--- src/rtl/multiplicador_n.sv ---
// multiplicador_n -- multi-cycle unsigned shift-and-add multiplier.
//
// Wraps an N-bit ripple adder and runs one add/shift iteration per clock.
// A 2N-bit product is available after N iterations. The control unit sees a
// start/busy/done handshake.
//
// Ports:
//   clk     system clock, rising edge
//   rst_n   asynchronous active-low reset
//   start   request, sampled only while idle
//   A_num   multiplicand (N bits), latched on an accepted start
//   B_num   multiplier (N bits), latched on an accepted start
//   busy    high while iterating
//   done    one-cycle pulse, result valid
//   result  2N-bit product, held until the next completion
//
// Optional build macro:
//   MULT_ZERO_BYPASS_EN  a zero operand skips the iterations. The result is 0
//                        and done rises one cycle after the start is accepted.

module ripple_adder_n #(
  parameter int N = 4
) (
  input  logic [N-1:0] a,
  input  logic [N-1:0] b,
  input  logic         carry_in,
  output logic [N-1:0] sum,
  output logic         carry_out
);

  logic [N:0] carry;

  assign carry[0] = carry_in;

  for (genvar i = 0; i < N; i++) begin : g_fa
    assign sum[i]     = a[i] ^ b[i] ^ carry[i];
    assign carry[i+1] = (a[i] & b[i]) | (carry[i] & (a[i] ^ b[i]));
  end

  assign carry_out = carry[N];

endmodule

// state  | meaning
// IDLE   | waiting for start; operands are latched on an accepted start
// CALC   | one add/shift iteration per clock, N iterations in total
// DONE   | product valid, done pulse for one cycle, then back to IDLE
module multiplicador_n #(
  parameter int N = 4
) (
  input  logic           clk,
  input  logic           rst_n,
  input  logic           start,
  input  logic [N-1:0]   A_num,
  input  logic [N-1:0]   B_num,
  output logic           busy,
  output logic           done,
  output logic [2*N-1:0] result
);

  localparam int              CW       = $clog2(N + 1);
  localparam logic [CW-1:0]   CNT_LAST = CW'(N - 1);

  typedef enum logic [1:0] {S_IDLE, S_CALC, S_DONE} state_t;

  state_t         state_q, state_n;
  logic [N-1:0]   m_q, m_n;
  logic [N-1:0]   acc_q, acc_n;
  logic [N-1:0]   q_q, q_n;
  logic           c_q, c_n;
  logic [CW-1:0]  cnt_q, cnt_n;
  logic [2*N-1:0] result_q, result_n;

  logic [N-1:0]   add_b;
  logic [N-1:0]   add_sum;
  logic           add_cout;

  // Every shift clears C, so C is always 0 when it reaches carry_in.
  assign add_b = q_q[0] ? m_q : '0;

  ripple_adder_n #(.N(N)) u_adder (
    .a         (acc_q),
    .b         (add_b),
    .carry_in  (c_q),
    .sum       (add_sum),
    .carry_out (add_cout)
  );

  always_ff @(posedge clk or negedge rst_n) begin
    if (!rst_n) begin
      state_q  <= S_IDLE;
      m_q      <= '0;
      acc_q    <= '0;
      q_q      <= '0;
      c_q      <= 1'b0;
      cnt_q    <= '0;
      result_q <= '0;
    end else begin
      state_q  <= state_n;
      m_q      <= m_n;
      acc_q    <= acc_n;
      q_q      <= q_n;
      c_q      <= c_n;
      cnt_q    <= cnt_n;
      result_q <= result_n;
    end
  end

  always_comb begin
    state_n  = state_q;
    m_n      = m_q;
    acc_n    = acc_q;
    q_n      = q_q;
    c_n      = c_q;
    cnt_n    = cnt_q;
    result_n = result_q;

    unique case (state_q)
      S_IDLE: begin
        if (start) begin
          m_n   = A_num;
          q_n   = B_num;
          acc_n = '0;
          c_n   = 1'b0;
          cnt_n = '0;
`ifdef MULT_ZERO_BYPASS_EN
          if ((A_num == '0) || (B_num == '0)) begin
            result_n = '0;
            state_n  = S_DONE;
          end else begin
            state_n = S_CALC;
          end
`else
          state_n = S_CALC;
`endif
        end
      end
      S_CALC: begin
        // The carry_out shifts into the ACC MSB and the sum LSB shifts into Q.
        // The multiplier bit that was just used drops off the bottom of Q.
        {acc_n, q_n} = {add_cout, add_sum, q_q[N-1:1]};
        c_n          = 1'b0;
        cnt_n        = cnt_q + 1'b1;
        if (cnt_q == CNT_LAST) begin
          result_n = {add_cout, add_sum, q_q[N-1:1]};
          state_n  = S_DONE;
        end
      end
      S_DONE: begin
        state_n = S_IDLE;
      end
      default: begin
        state_n = S_IDLE;
      end
    endcase
  end

  assign busy   = (state_q == S_CALC);
  assign done   = (state_q == S_DONE);
  assign result = result_q;

endmodule

--- config.mk ---
export PLATFORM = sky130hd
export DESIGN_NAME = multiplicador_n
export DESIGN_NICKNAME = d
export VERILOG_FILES = /design/src/rtl/multiplicador_n.sv
export SDC_FILE = /design/constraint.sdc
export NUM_CORES = 1
export LEC_CHECK = 0
export ABC_AREA = 1
export BUFFER_PORTS_ARGS = -buffer_cell sky130_fd_sc_hd__buf_2
export CELL_PAD_IN_SITES_DETAIL_PLACEMENT = 0
export CELL_PAD_IN_SITES_GLOBAL_PLACEMENT = 1
export CORE_ASPECT_RATIO = 2
export CORE_MARGIN = 5
export CORE_UTILIZATION = 42
export CTS_CLUSTER_SIZE = 30
export DETAILED_ROUTE_END_ITERATION = 8
export HOLD_SLACK_MARGIN = 0.1
export PLACE_DENSITY_LB_ADDON = 0.08
export SLEW_MARGIN = 30
export SYNTH_ARGS = -nofsm -noshare
export SYNTH_HDL_FRONTEND = slang
export SYNTH_SLANG_ARGS = --single-unit
--- constraint.sdc ---
create_clock -name clk -period 4.55 [get_ports clk]
set_input_delay 0.6825 -clock clk [delete_from_list [all_inputs] [get_ports clk]]
set_output_delay 0.6825 -clock clk [all_outputs]
set_load 0.005 [all_outputs]
Yosys cells after proc, flatten, opt, wreduce, memory -nomap -nowiden:

Cells that the tools add are included.

* input port bits: 11
* word-level logic and storage cells: 51
* flip-flop bits (word level): 26
* output and inout bits: 10

* reduce and logical (&&, ||, !) cells: 6
* $add $sub $neg: 1
* equality and inequality tests: 5
* mux-type cells: 12
* bitwise operators: 20

Operators with widths (number)
* 4-bit case mux with 2 select lines: 2
* 4-bit 2-to-1 mux: 3
* 1-bit bitwise AND: 8
* 2-bit AND reduction: 4
* 1-bit bitwise XOR: 8
* 3-bit case mux with 2 select lines: 1
* 2-bit 2-to-1 mux: 2
* 1-bit bitwise OR: 4
* 2-bit case mux with 2 select lines: 1
* 3-bit by 1-bit adder with 3-bit output (second input constant): 1
* 3-bit by 2-bit == test with 1-bit output (second input constant): 1
* 3-bit 2-to-1 mux: 1
* 2-bit by 1-bit == test with 1-bit output (second input constant): 1
* 2-bit == test (second input constant): 1
* 2-bit logical NOT: 1
* 2-bit by 1-bit != test with 1-bit output (second input constant): 1
* 2-bit != test (second input constant): 1
* 1-bit case mux with 2 select lines: 1
* 2-bit nonzero test: 1
* 1-bit 2-to-1 mux: 1

Logic depth before layout (Yosys ltp):

Gate-level depths: netlist of the first run.

* depth after elaboration: 11
* mapped depth: 8
* mapped depth without buffers: 8

Hierarchy:

A second synthesis of the first run with hierarchy kept.

* cells, all modules: 144
* area, all modules: 1253.7 µm²

Modules (own cells, without submodules)
* multiplicador_n: instances 1, area each 1136.1 µm², cells each 130, sequential area each 625.6 µm²
* ripple_adder_n: instances 1, area each 117.6 µm², cells each 14, sequential area each 0.0 µm²

Worst setup path after synthesis of the first run:

No wires, ideal clock.

* kind: reg-to-reg
* start point: reg q_q[0]
* end point: reg acc_q[2]
* required time: 4.423 ns
* path slack: 2.451 ns
* data arrival time: 1.972 ns
* period minus slack after synthesis: 2.099 ns
* stages on the path, launching flop included: 9
* library setup time: 0.127 ns
* path buffers: 0
* cell sequence: dfrtp_1 > nand2_1 > inv_1 > ha_1 > inv_1 > fa_1 > fa_1 > fa_1 > o21ai_0

* longest elaborated chain between the ends: 10
* elaborated cells between the ends (all ways): 16
* classes of those cells: 2 x mux; 14 x bitwise

RTL lines
* start: declaration: line 69 `logic [N-1:0] q_q, q_n;`
* start signal: assignment: line 102 `q_q <= q_n;`
* 4-bit 2-to-1 mux (*): line 79 `assign add_b = q_q[0] ? m_q : '0;`
* 1-bit bitwise XOR: line 37 `assign carry[i+1] = (a[i] & b[i]) | (carry[i] & (a[i] ^ b[i]));`
* 1-bit bitwise AND: line 37
* 1-bit bitwise OR: line 37
* 1-bit bitwise AND: line 37
* 1-bit bitwise OR: line 37
* 1-bit bitwise AND: line 37
* 1-bit bitwise OR: line 37
* 1-bit bitwise XOR (*): line 36 `assign sum[i] = a[i] ^ b[i] ^ carry[i];`
* 4-bit case mux with 2 select lines (*): line 118 `unique case (state_q)`
* end signal: assignment: line 101 `acc_q <= acc_n;`
* end: declaration: line 68 `logic [N-1:0] acc_q, acc_n;`

Mark *: on every way between the ends. The rest lies on a longest branch, timed or not.
A chain may end at the register's enable or synchronous reset.

Worst setup path in the final report of the first run:

Ends and elaborated chain as after synthesis.

==> metrics.md, run 1 <==
| Metric | Value |
|---|---|
| Dpl ws | `2.35 ns` |
| Source-to-sink clock delay at the later pin of the worst-skew pair | `around 0.27 ns` |
| Clock buffers created by TritonCTS | `3` |
| Count of buffers inserted at the top-level ports | `20` |
| H-tree depth | `1` |
| Seq pwr share | `0.429` |
| Post-route clock skew | `about 0.0016 ns` |
| Post-synthesis area per instance | `approximately 9.4 um2` |
| Worst Tran Pin Value | `between 0.6 and 0.7 ns` |
| Clk network pwr share | `0.154` |
| Data required, critical path | `4.68 ns` |
| CTS tree | `built` |
| Post-CTS setup repair buffer count | `0` |
| Clock buffer depth | `2` |
| Part of the cycle the worst path needs | `0.482` |
| Sinks on the clock net | `25` |
| Final hold slack | `slightly below 0.4 ns` |
| Internal Dissipation | `516 uW` |
| Largest net degree at the start of global routing | `26` |
| Final critical delay including setup and external delays | `approximately 2.2 ns` |
| I/O pin total | `21` |
| Yosys synthesis warning count | `0` |
| Path class of the lowest-slack min-delay path | `primary input to asynchronous set/reset pin` |
| Hold-fix buffer count after cts | `0` |
| Switching share of power | `0.403` |
| Cell count after placement | `between 150 and 200` |
| Most common cell after layout, fill and taps aside | `sky130_fd_sc_hd__nand2_1` |
| Number of global-route vias before repair | `slightly below 900` |
| Reported max-cap violation count | `0` |
| Power density normalized to cell area | `between 600 and 700 mW/mm2` |
| Number of antenna violations at the first check in global routing | `0` |
| Relative slew slack | `0.591` |
| Number of rows created at floorplan | `27` |
| Final layout net count | `165` |
| Critical Path AT | `2.32 ns` |
| Net switching component of the power | `between 300 and 400 uW` |
| Unrepaired setup endpoints after global routing | `false` |
| Share of synthesized area occupied by flip-flops and latches | `0.526` |
| Routed wire length | `approximately 2.2 mm` |
| Max Transition Viols Final | `0` |
| Top library cells by usage in the layout, fill and taps aside | `28 x sky130_fd_sc_hd__nand2_1, 25 x sky130_fd_sc_hd__dfrtp_1, 20 x sky130_fd_sc_hd__inv_1, 20 x sky130_fd_sc_hd__buf_2, 19 x sky130_fd_sc_hd__nand3_1` |
| ANT nets after route | `0` |
| Final RePlAce weighted congestion | `around 0.76` |
| Post-synthesis to final-layout area growth | `13.4%` |
| Total nets after synthesis | `144` |
| HPWL after DPL | `between 1.5 and 2 mm` |
| Total number of vias | `862` |
| Routed wire length per instance | `about 12 um` |
| Setup TNS Final | `0 ns` |
| Resized Gates After CTS | `0` |
| Starting utilization of the core area | `0.435` |
| Worst ir drop on vdd | `roughly 0.00026 V` |
| Total inserted antenna cells | `0` |
| CTS root buf | `sky130_fd_sc_hd__clkbuf_8` |
| Core area | `0.00274 mm2` |
| Share of power burned in combinational logic | `0.417` |
| Width of the chip | `roughly 48 um` |
| Status | `finished clean` |
| GRT overflow | `0` |
| Setup slack after layout | `between 2 and 2.5 ns` |
| Detailed-router iteration count before antenna repair | `4` |
| Maximum net fanout on the critical path | `5` |
| Number of violations reported at the end of detailed-routing iteration 0 | `14` |
| #FFs+latches synth | `25` |
| Endpoint class of the critical path | `register` |
| Clock transition at path regs | `~0.090 ns` |
| DR DRC count | `0` |
| Count of cell types in the netlist | `16` |
| Startpoint Class | `register` |
| Die area | `about 0.004 mm2` |
| Fraction of layout instances using a drive strength above 1 | `0.245` |
| Post-DR vias/cell | `4.90` |
| Total count of hold-check failures in the final report | `0` |
| Total routing usage reported by global routing | `0.127` |
| Post-synthesis cell area | `0.00119 mm2` |
| Maximum clock frequency | `between 400 and 500 MHz` |
| Number of standard cells after synthesis | `roughly 130` |
| Finish-stage setup viols | `0` |
| Die Y | `~85 um` |
| Wire length of the first global-routing pass | `about 3.8 mm` |
| Post-route non-filler standard cell count | `176` |
| Pleak | `0.000714 uW` |
| Critical path class | `register to register` |
[worst paths after layout]
check	from	endpoint	slack (ns)	cells past startpoint
setup / recovery	q_q[0]	acc_q[2]	2.36	8
hold / removal	rst_n	result[7]	0.39	1
setup reg to reg	q_q[0]	acc_q[2]	2.36	8
hold reg to reg	result[2]	result[2]	0.48	2
max in group asynchronous	rst_n	state_q[0]	3.79	1
min in group clk	result[2]	result[2]	0.48	2
[sequential cells by signal (all words and copies together), names as in the netlist]
register / flops
m_q: 4
state_q: 2
q_q: 4
cnt_q: 3
result: 8
acc_q: 4
[metal layers]
metal,track usage,routed length (um),vias up
met3,0.0212,86,2
li1,-,-,443
met1,0.141,935,403
met4,0.0588,21,0
met2,0.220,1130,14
met5,0,0,-
[metrics by stage]
step	area, um2	power, uW	util
6_report	1350	864	0.493
4_1_cts	1350	886	0.493
3_3_place_gp	1300	735	0.475
5_1_grt	1350	954	0.493
3_5_place_dp	1300	747	0.475
2_1_floorplan	1190	649	-
[logic make-up after synthesis]
group | Yosys count | share of synthesized area
and+or+nand+nor | 52 | 0.199
AOI/OAI and AO/OA | 19 | 0.105
buffers and inverters | 25 | 0.0883
DFF | 25 | 0.526
adders and majority gates | 6 | 0.0820
[cell type report]
| class | instances | area [um2] |
|---|---|---|
| well taps | 29 | 36.3 |
| repair buffers | 20 | 100 |
| inverters | 21 | 78.8 |
| flip-flops and latches | 25 | 626 |
| fillers | 286 | 1390 |
| clock inverters | 1 | 7.51 |
| multi-input cells | 77 | 459 |
| clock buffers | 3 | 41.3 |
[critical path: stages (launching register included)]
cell	delay (ns)
sky130_fd_sc_hd__dfrtp_1	0.41
sky130_fd_sc_hd__nand2_1	0.07
sky130_fd_sc_hd__inv_1	0.05
sky130_fd_sc_hd__ha_1	0.12
sky130_fd_sc_hd__inv_1	0.04
sky130_fd_sc_hd__fa_1	0.37
sky130_fd_sc_hd__fa_1	0.38
sky130_fd_sc_hd__fa_1	0.52
sky130_fd_sc_hd__o21ai_0	0.09
[power groups by stage]
stage	combinational, uW	clock [uW]	sequential [uW]
after floorplan	279	0	370
after global routing	422	149	384
final	360	133	371
after detailed placement	371	0	376
after CTS	372	141	372
after global placement	362	0	373
[cell usage after synthesis]
| library cell | count | area share |
|---|---|---|
| sky130_fd_sc_hd__nor2_4 | 1 | 0.0095 |
| sky130_fd_sc_hd__dfrtp_1 | 25 | 0.53 |
| sky130_fd_sc_hd__nand2_4 | 1 | 0.0095 |
| sky130_fd_sc_hd__inv_2 | 1 | 0.0032 |
| sky130_fd_sc_hd__buf_2 | 3 | 0.013 |
| sky130_fd_sc_hd__o21ai_0 | 10 | 0.042 |
| sky130_fd_sc_hd__nand2_1 | 28 | 0.088 |
| sky130_fd_sc_hd__a21oi_1 | 1 | 0.0042 |
| sky130_fd_sc_hd__nor2_1 | 2 | 0.0063 |
| sky130_fd_sc_hd__nand2_2 | 1 | 0.0053 |
| sky130_fd_sc_hd__buf_6 | 1 | 0.0095 |
| sky130_fd_sc_hd__nand3_1 | 19 | 0.080 |
| sky130_fd_sc_hd__ha_1 | 3 | 0.032 |
| sky130_fd_sc_hd__inv_1 | 20 | 0.063 |
| sky130_fd_sc_hd__o21ai_2 | 8 | 0.059 |
| sky130_fd_sc_hd__fa_1 | 3 | 0.050 |
No activity file was read; power rests on OpenSTA's default activity.
==> run 2: changes to the inputs <==
--- a/config.mk
+++ b/config.mk
@@ -11,7 +11,7 @@
 export CELL_PAD_IN_SITES_GLOBAL_PLACEMENT = 1
 export CORE_ASPECT_RATIO = 2
 export CORE_MARGIN = 5
-export CORE_UTILIZATION = 42
+export CORE_UTILIZATION = 37
 export CTS_CLUSTER_SIZE = 30
 export DETAILED_ROUTE_END_ITERATION = 8
 export HOLD_SLACK_MARGIN = 0.1
==> constraint.sdc (replaced) <==
create_clock -name clk -period 1.8 [get_ports clk]
set_input_delay 0.27 -clock clk [delete_from_list [all_inputs] [get_ports clk]]
set_output_delay 0.27 -clock clk [all_outputs]
set_load 0.005 [all_outputs]
==> metrics.md, run 2 (synthesis gave the netlist of run 1 again) <==
| Metric | Value |
|---|---|
| Status | `complete, but fails checks` |
| Violated checks | `setup timing` |
| Start point of the worst hold path | `A_num[3]` |
| Clock buffers created by TritonCTS | `3` |
| Die area | `roughly 0.0045 mm2` |
| Path class of the lowest-slack min-delay path | `primary input to register` |
| Core area | `0.00316 mm2` |
| Startpoint Class | `register` |
| Part of the cycle the worst path needs | `1.12` |
| DP Area | `roughly 0.0013 mm2` |
| Final critical delay including setup and external delays | `2.02 ns` |
| Number of global-route vias before repair | `about 900` |
| Endpoint with the worst hold slack | `m_q[3]` |
| Critical Path AT | `approximately 2.2 ns` |
| Total number of vias | `884` |
| Source-to-sink clock delay at the later pin of the worst-skew pair | `around 0.26 ns` |
| Post-synthesis to final-layout area growth | `17.8%` |
| DR DRC count | `0` |
| Post-route clock skew | `0.00220 ns` |
| Total routing usage reported by global routing | `0.113` |
| Count of buffers inserted at the top-level ports | `20` |
| Final layout net count | `around 170` |
| Hold path depth | `3` |
| GRT overflow | `0` |
| I/O pin total | `21` |
| Top library cells by usage in the layout, fill and taps aside | `28 x sky130_fd_sc_hd__nand2_1, 25 x sky130_fd_sc_hd__dfrtp_1, 20 x sky130_fd_sc_hd__inv_1, 20 x sky130_fd_sc_hd__buf_2, 19 x sky130_fd_sc_hd__nand3_1` |
| Setup slack after layout | `-0.222 ns` |
| Endpoint class of the critical path | `register` |
| Die Y | `90.2 um` |
| Reported max-cap violation count | `0` |
| Maximum clock frequency | `roughly 490 MHz` |
| Starting utilization of the core area | `0.377` |
| Post-DR vias/cell | `approximately 4.8` |
| Most common cell after layout, fill and taps aside | `sky130_fd_sc_hd__nand2_1` |
| Worst reg2reg path depth | `8` |
| Internal reg-to-reg setup slack | `-0.22 ns` |
| Total count of hold-check failures in the final report | `0` |
| Max Transition Viols Final | `0` |
| Routed wire length per instance | `12.5 um` |
| Number of rows created at floorplan | `29` |
| ANT nets after route | `0` |
| CTS tree | `built` |
| Sinks on the clock net | `25` |
| Routed wire length | `2.30 mm` |
| Unrepaired setup endpoints after global routing | `true` |
| Width of the chip | `around 50 um` |
| HPWL after DPL | `around 1.7 mm` |
| Worst ir drop on vdd | `0.000820 V` |
| Maximum net fanout on the critical path | `2` |
| Data required, critical path | `between 1.5 and 2 ns` |
| Setup TNS Final | `-0.712 ns` |
| Largest net degree at the start of global routing | `26` |
| Finish-stage setup viols | `4` |
| Number of violations reported at the end of detailed-routing iteration 0 | `26` |
| Critical path class | `register to register` |
| Clock transition at path regs | `roughly 0.09 ns` |
| CTS root buf | `sky130_fd_sc_hd__clkbuf_8` |
| Detailed-router iteration count before antenna repair | `4` |
| H-tree depth | `1` |
| Number of antenna violations at the first check in global routing | `0` |
| FF-to-FF Start | `q_q[0]` |
| Largest register FFs | `8` |
| Post-CTS setup repair buffer count | `0` |
| Fraction of layout instances using a drive strength above 1 | `0.281` |
| Worst Tran Pin Value | `approximately 0.58 ns` |
| Wire length of the first global-routing pass | `between 4 and 5 mm` |
| Clock buffer depth | `2` |
| Power density normalized to cell area | `~1600 mW/mm2` |
| Final RePlAce weighted congestion | `0.716` |
| Relative slew slack | `0.617` |
| Post-Layout Inst Area | `roughly 0.0014 mm2` |
| Capture instance of the worst register-to-register path | `acc_q[2]` |
| Pleak | `about 0.00075 uW` |
| Final-layout fill cell count | `334` |
| Total inserted antenna cells | `0` |
## run 2: changes by cell type in the layout (fill, tap and decap cells not counted), sizes merged
cell	before	now
buf	20	25
clkinv	0	1
clkinvlp	1	0
dlygate4sd3	0	1
## run 2: critical path, cell delays in order (launching register included)
cell and delay [ns]:
sky130_fd_sc_hd__dfrtp_1 0.36, sky130_fd_sc_hd__nand2_1 0.05, sky130_fd_sc_hd__inv_1 0.05, sky130_fd_sc_hd__ha_1 0.13, sky130_fd_sc_hd__inv_1 0.05, sky130_fd_sc_hd__fa_2 0.33
sky130_fd_sc_hd__fa_2 0.35, sky130_fd_sc_hd__fa_1 0.53, sky130_fd_sc_hd__o21ai_1 0.07
## run 2: area by class of cell
| class | instances | area [um2] | share of cell area |
|---|---|---|---|
| repair buffers | 26 | 148 | 0.105 |
| flip-flops and latches | 25 | 626 | 0.446 |
| inverters | 21 | 78.8 | 0.0563 |
| clock buffers | 3 | 41.3 | 0.0295 |
| clock inverters | 1 | 5.00 | 0.00357 |
| well taps | 31 | 38.8 | 0.0277 |
| multi-input cells | 77 | 464 | 0.331 |
## run 2: layer usage
| layer | wire length (um) | track usage | vias to the layer above |
|---|---|---|---|
| met3 | 94 | 0.0182 | 2 |
| met4 | 25 | 0.0525 | 0 |
| li1 | - | - | 455 |
| met2 | 1140 | 0.179 | 17 |
| met5 | 0 | 0 | - |
| met1 | 1030 | 0.145 | 410 |
## run 2: worst max path at each step
stage / start / to / slack (ns) / cells past startpoint
floorplan: q_q[0] / acc_q[2] / -0.28 / 8
global placement: q_q[0] / acc_q[2] / -0.25 / 8
detailed placement: q_q[0] / acc_q[2] / -0.29 / 8
CTS: q_q[0] / acc_q[2] / -0.23 / 8
global route: q_q[0] / acc_q[2] / -0.33 / 8
finish: q_q[0] / acc_q[2] / -0.22 / 8
## run 2: repair_timing
action | in CTS | in global routing
gates cloned | 0 | 0
endpoints found under the setup margin | 4 | 5
gates resized for setup | 2 | 1
pin swaps | 2 | 0
hold buffers | 1 | 0
hold endpoints to repair | 25 | 0
## run 2: where the power goes
part / internal (uW) / switching [uW] / leakage, uW
sequential: 797 / 139 / 0.000316
clock: 155 / 175 / 0.0000255
combinational: 420 / 591 / 0.000406
## run 2: metrics by stage
step	util	std cells	hold WS, ns	power [uW]	setup slack (ns)
CTS	0.444	184	0.237	2320	-0.228
finish	0.444	184	0.247	2280	-0.222
detailed placement	0.426	179	0.304	1970	-0.291
global route	0.444	184	0.245	2510	-0.330
global placement	0.426	179	0.293	1940	-0.248
floorplan	-	127	-0.0256	1650	-0.277
==> run 3: changes to the inputs <==
--- a/config.mk
+++ b/config.mk
@@ -19,4 +19,5 @@
 export SLEW_MARGIN = 30
 export SYNTH_ARGS = -nofsm -noshare
 export SYNTH_HDL_FRONTEND = slang
+export SYNTH_HIERARCHICAL = 1
 export SYNTH_SLANG_ARGS = --single-unit
==> metrics.md, run 3 <==
| Metric | Value |
|---|---|
| Final critical delay including setup and external delays | `2.14 ns` |
| Biggest area consumer among synthesized cells | `sky130_fd_sc_hd__dfrtp_1` |
| #FFs+latches synth | `25` |
| Largest net degree at the start of global routing | `26` |
| Number of global-route vias before repair | `around 1000` |
| Clock transition at path regs | `approximately 0.090 ns` |
| Total count of hold-check failures in the final report | `0` |
| Top cell type's share of synthesized area | `0.499` |
| Share of synthesized area occupied by flip-flops and latches | `0.499` |
| Post-route clock skew | `between 0.01 and 0.015 ns` |
| Post-synthesis area per instance | `about 8.7 um2` |
| Final-layout fill cell count | `~360` |
| Hold path depth | `3` |
| Largest register FFs | `8` |
| Core area | `about 0.0033 mm2` |
| Routed wire length per instance | `around 12 um` |
| Violated checks | `setup timing` |
| Worst ir drop on vdd | `approximately 0.00067 V` |
| Critical Path AT | `roughly 2.4 ns` |
| Detailed-router iteration count before antenna repair | `3` |
| Number of standard cells after synthesis | `~140` |
| Data required, critical path | `around 2.0 ns` |
| CTS tree | `built` |
| Maximum clock frequency | `~470 MHz` |
| Unrepaired setup endpoints after global routing | `true` |
| Endpoint with the worst hold slack | `m_q[2]` |
| Number of enable flip-flop cells after synthesis | `0` |
| Number of buffer and inverter stages on the critical path | `5` |
| Part of the cycle the worst path needs | `1.19` |
| Clock buffer depth | `2` |
| Count of buffers inserted at the top-level ports | `20` |
| Startpoint Class | `register` |
| DR DRC count | `0` |
| Dominant register cell in the synthesized netlist | `sky130_fd_sc_hd__dfrtp_1` |
| Total nets after synthesis | `around 160` |
| Path class of the lowest-slack min-delay path | `primary input to register` |
| Largest stage delay, worst path | `around 0.42 ns` |
| Ordered list of cells on the worst path | `nand2_1, inv_2, fa_2, inv_2, fa_2, inv_2, fa_2, inv_2, fa_1, inv_2, nand2_1, nand2_1` |
| Worst Tran Pin Value | `0.586 ns` |
| Clock buffers created by TritonCTS | `3` |
| Dominant cell by count in the synthesized netlist | `sky130_fd_sc_hd__nand2_1` |
| Width of the chip | `roughly 51 um` |
| ANT nets after route | `0` |
| Top library cells by usage in the layout, fill and taps aside | `38 x sky130_fd_sc_hd__nand2_1, 25 x sky130_fd_sc_hd__dfrtp_1, 23 x sky130_fd_sc_hd__inv_1, 20 x sky130_fd_sc_hd__buf_2, 19 x sky130_fd_sc_hd__nand3_1` |
| Die Y | `~90 um` |
| Top cells by instance count after synthesis | `40 x sky130_fd_sc_hd__nand2_1, 29 x sky130_fd_sc_hd__inv_1, 25 x sky130_fd_sc_hd__dfrtp_1, 19 x sky130_fd_sc_hd__nand3_1, 7 x sky130_fd_sc_hd__o21ai_0` |
| Most common cell after layout, fill and taps aside | `sky130_fd_sc_hd__nand2_1` |
| Start point of the worst hold path | `A_num[2]` |
| Final RePlAce weighted congestion | `a little over 0.7` |
| Most common cell type on the critical path | `sky130_fd_sc_hd__inv_2` |
| Final layout net count | `186` |
| Cell with the biggest individual delay on the critical path | `sky130_fd_sc_hd__fa_1` |
| Source-to-sink clock delay at the later pin of the worst-skew pair | `between 0.2 and 0.3 ns` |
| CTS root buf | `sky130_fd_sc_hd__clkbuf_8` |
| Top cell family by delay on the critical path | `adder cells` |
| Number of antenna violations at the first check in global routing | `0` |
| Starting utilization of the core area | `0.375` |
| Yosys synthesis warning count | `6` |
| Total routing usage reported by global routing | `0.124` |
| Post-synthesis cell area | `around 0.0013 mm2` |
| Pleak | `between 0.0008 and 0.0009 uW` |
| Post-synthesis to final-layout area growth | `15.9%` |
| Finish-stage setup viols | `6` |
| Sinks on the clock net | `25` |
| I/O pin total | `21` |
| Number of rows created at floorplan | `30` |
| Post-DR vias/cell | `4.62` |
| Setup TNS Final | `-0.927 ns` |
| Max Transition Viols Final | `0` |
| Routed wire length | `2.44 mm` |
| HPWL after DPL | `about 1.8 mm` |
| Total number of vias | `around 920` |
| Maximum net fanout on the critical path | `2` |
| Setup slack after layout | `-0.338 ns` |
| Count of cell types in the netlist | `19` |
| Final hold slack | `approximately 0.24 ns` |
| Cell types occupying the most area after synthesis | `sky130_fd_sc_hd__dfrtp_1 50%, sky130_fd_sc_hd__nand2_1 12%, sky130_fd_sc_hd__inv_1 8.7%, sky130_fd_sc_hd__nand3_1 7.6%, sky130_fd_sc_hd__fa_1 6.4%` |
| Post-synth ARST share | `1.00` |
| Wire length of the first global-routing pass | `between 4 and 5 mm` |
| GRT overflow | `0` |
| Die area | `between 0.004 and 0.005 mm2` |
| Relative slew slack | `0.609` |
| Total inserted antenna cells | `0` |
| Power density normalized to cell area | `around 1700 mW/mm2` |
| Status | `complete, but fails checks` |
| Internal reg-to-reg setup slack | `-0.34 ns` |
| Fraction of layout instances using a drive strength above 1 | `0.286` |
| Critical path class | `register to register` |
| H-tree depth | `1` |
| Capture instance of the worst register-to-register path | `acc_q[2]` |
| Worst reg2reg path depth | `12` |
| Endpoint class of the critical path | `register` |
| Reported max-cap violation count | `0` |
| FF-to-FF Start | `q_q[0]` |
| Number of violations reported at the end of detailed-routing iteration 0 | `6` |
-- run 3: where the power goes --
| part | internal, uW | leakage (uW) | switching, uW |
|---|---|---|---|
| Combinational | 448 | 0.000496 | 666 |
| Clock | 157 | 0.0000217 | 186 |
| Sequential | 808 | 0.000314 | 151 |
| Total | 1410 | 0.000831 | 1000 |
-- run 3: area by class of cell --
cell class / instances / area (um2) / area share
sequential: 25 / 626 / 0.431
multi-input combinational: 84 / 487 / 0.335
timing repair buffer: 24 / 133 / 0.0913
inverter: 31 / 119 / 0.0818
clock buffer: 3 / 41.3 / 0.0284
tap: 32 / 40.0 / 0.0276
clock inverter: 1 / 7.51 / 0.00517
-- run 3: tightest hold or removal path: stages --
cell	delay, ns
sky130_fd_sc_hd__buf_2	0.09
sky130_fd_sc_hd__inv_1	0.03
sky130_fd_sc_hd__o21ai_0	0.07
-- run 3: kinds of logic after synthesis --
logic type | share of synthesized area
and+or+nand+nor | 0.225
AOI/OAI and AO/OA | 0.0669
other | 0.00299
buffers and inverters | 0.123
adders and majority gates | 0.0838
DFF | 0.499
-- run 3: repair_timing --
action                                 4_1_cts  5_1_grt
cloned                                       0        0
endpoints found under the hold margin       25        0
gates resized for setup                      2        4
pin swaps                                    3        1
setup endpoints to repair                    6        7
hold buffers                                 1        0
setup buffers                                2        0
-- run 3: per-stage QoR --
| stage | setup slack, ns | cell area [um2] | util | cells | power (uW) |
|---|---|---|---|---|---|
| floorplan | -0.242 | 1260 | - | 144 | 1780 |
| global placement | -0.311 | 1370 | 0.411 | 193 | 2040 |
| detailed placement | -0.353 | 1370 | 0.411 | 193 | 2060 |
| CTS | -0.345 | 1450 | 0.433 | 200 | 2460 |
| global route | -0.416 | 1450 | 0.435 | 200 | 2700 |
| finish | -0.338 | 1450 | 0.435 | 200 | 2420 |
-- run 3: how the worst max path moves through the flow --
| stage | depth (start not counted) | start | to |
|---|---|---|---|
| CTS | 12 | q_q[0] | acc_q[2] |
| global placement | 12 | q_q[0] | acc_q[2] |
| detailed placement | 12 | q_q[0] | acc_q[2] |
| floorplan | 10 | acc_q[0] | acc_q[2] |
| global route | 12 | q_q[0] | acc_q[2] |
| finish | 12 | q_q[0] | acc_q[2] |
-- run 3: layer usage --
layer  up-vias  track usage  wire length (um)
met2        19        0.221              1260
met5         -            0                 0
met4         0       0.0742                70
li1        479            -                 -
met1       421        0.130              1010
met3         5       0.0209               100
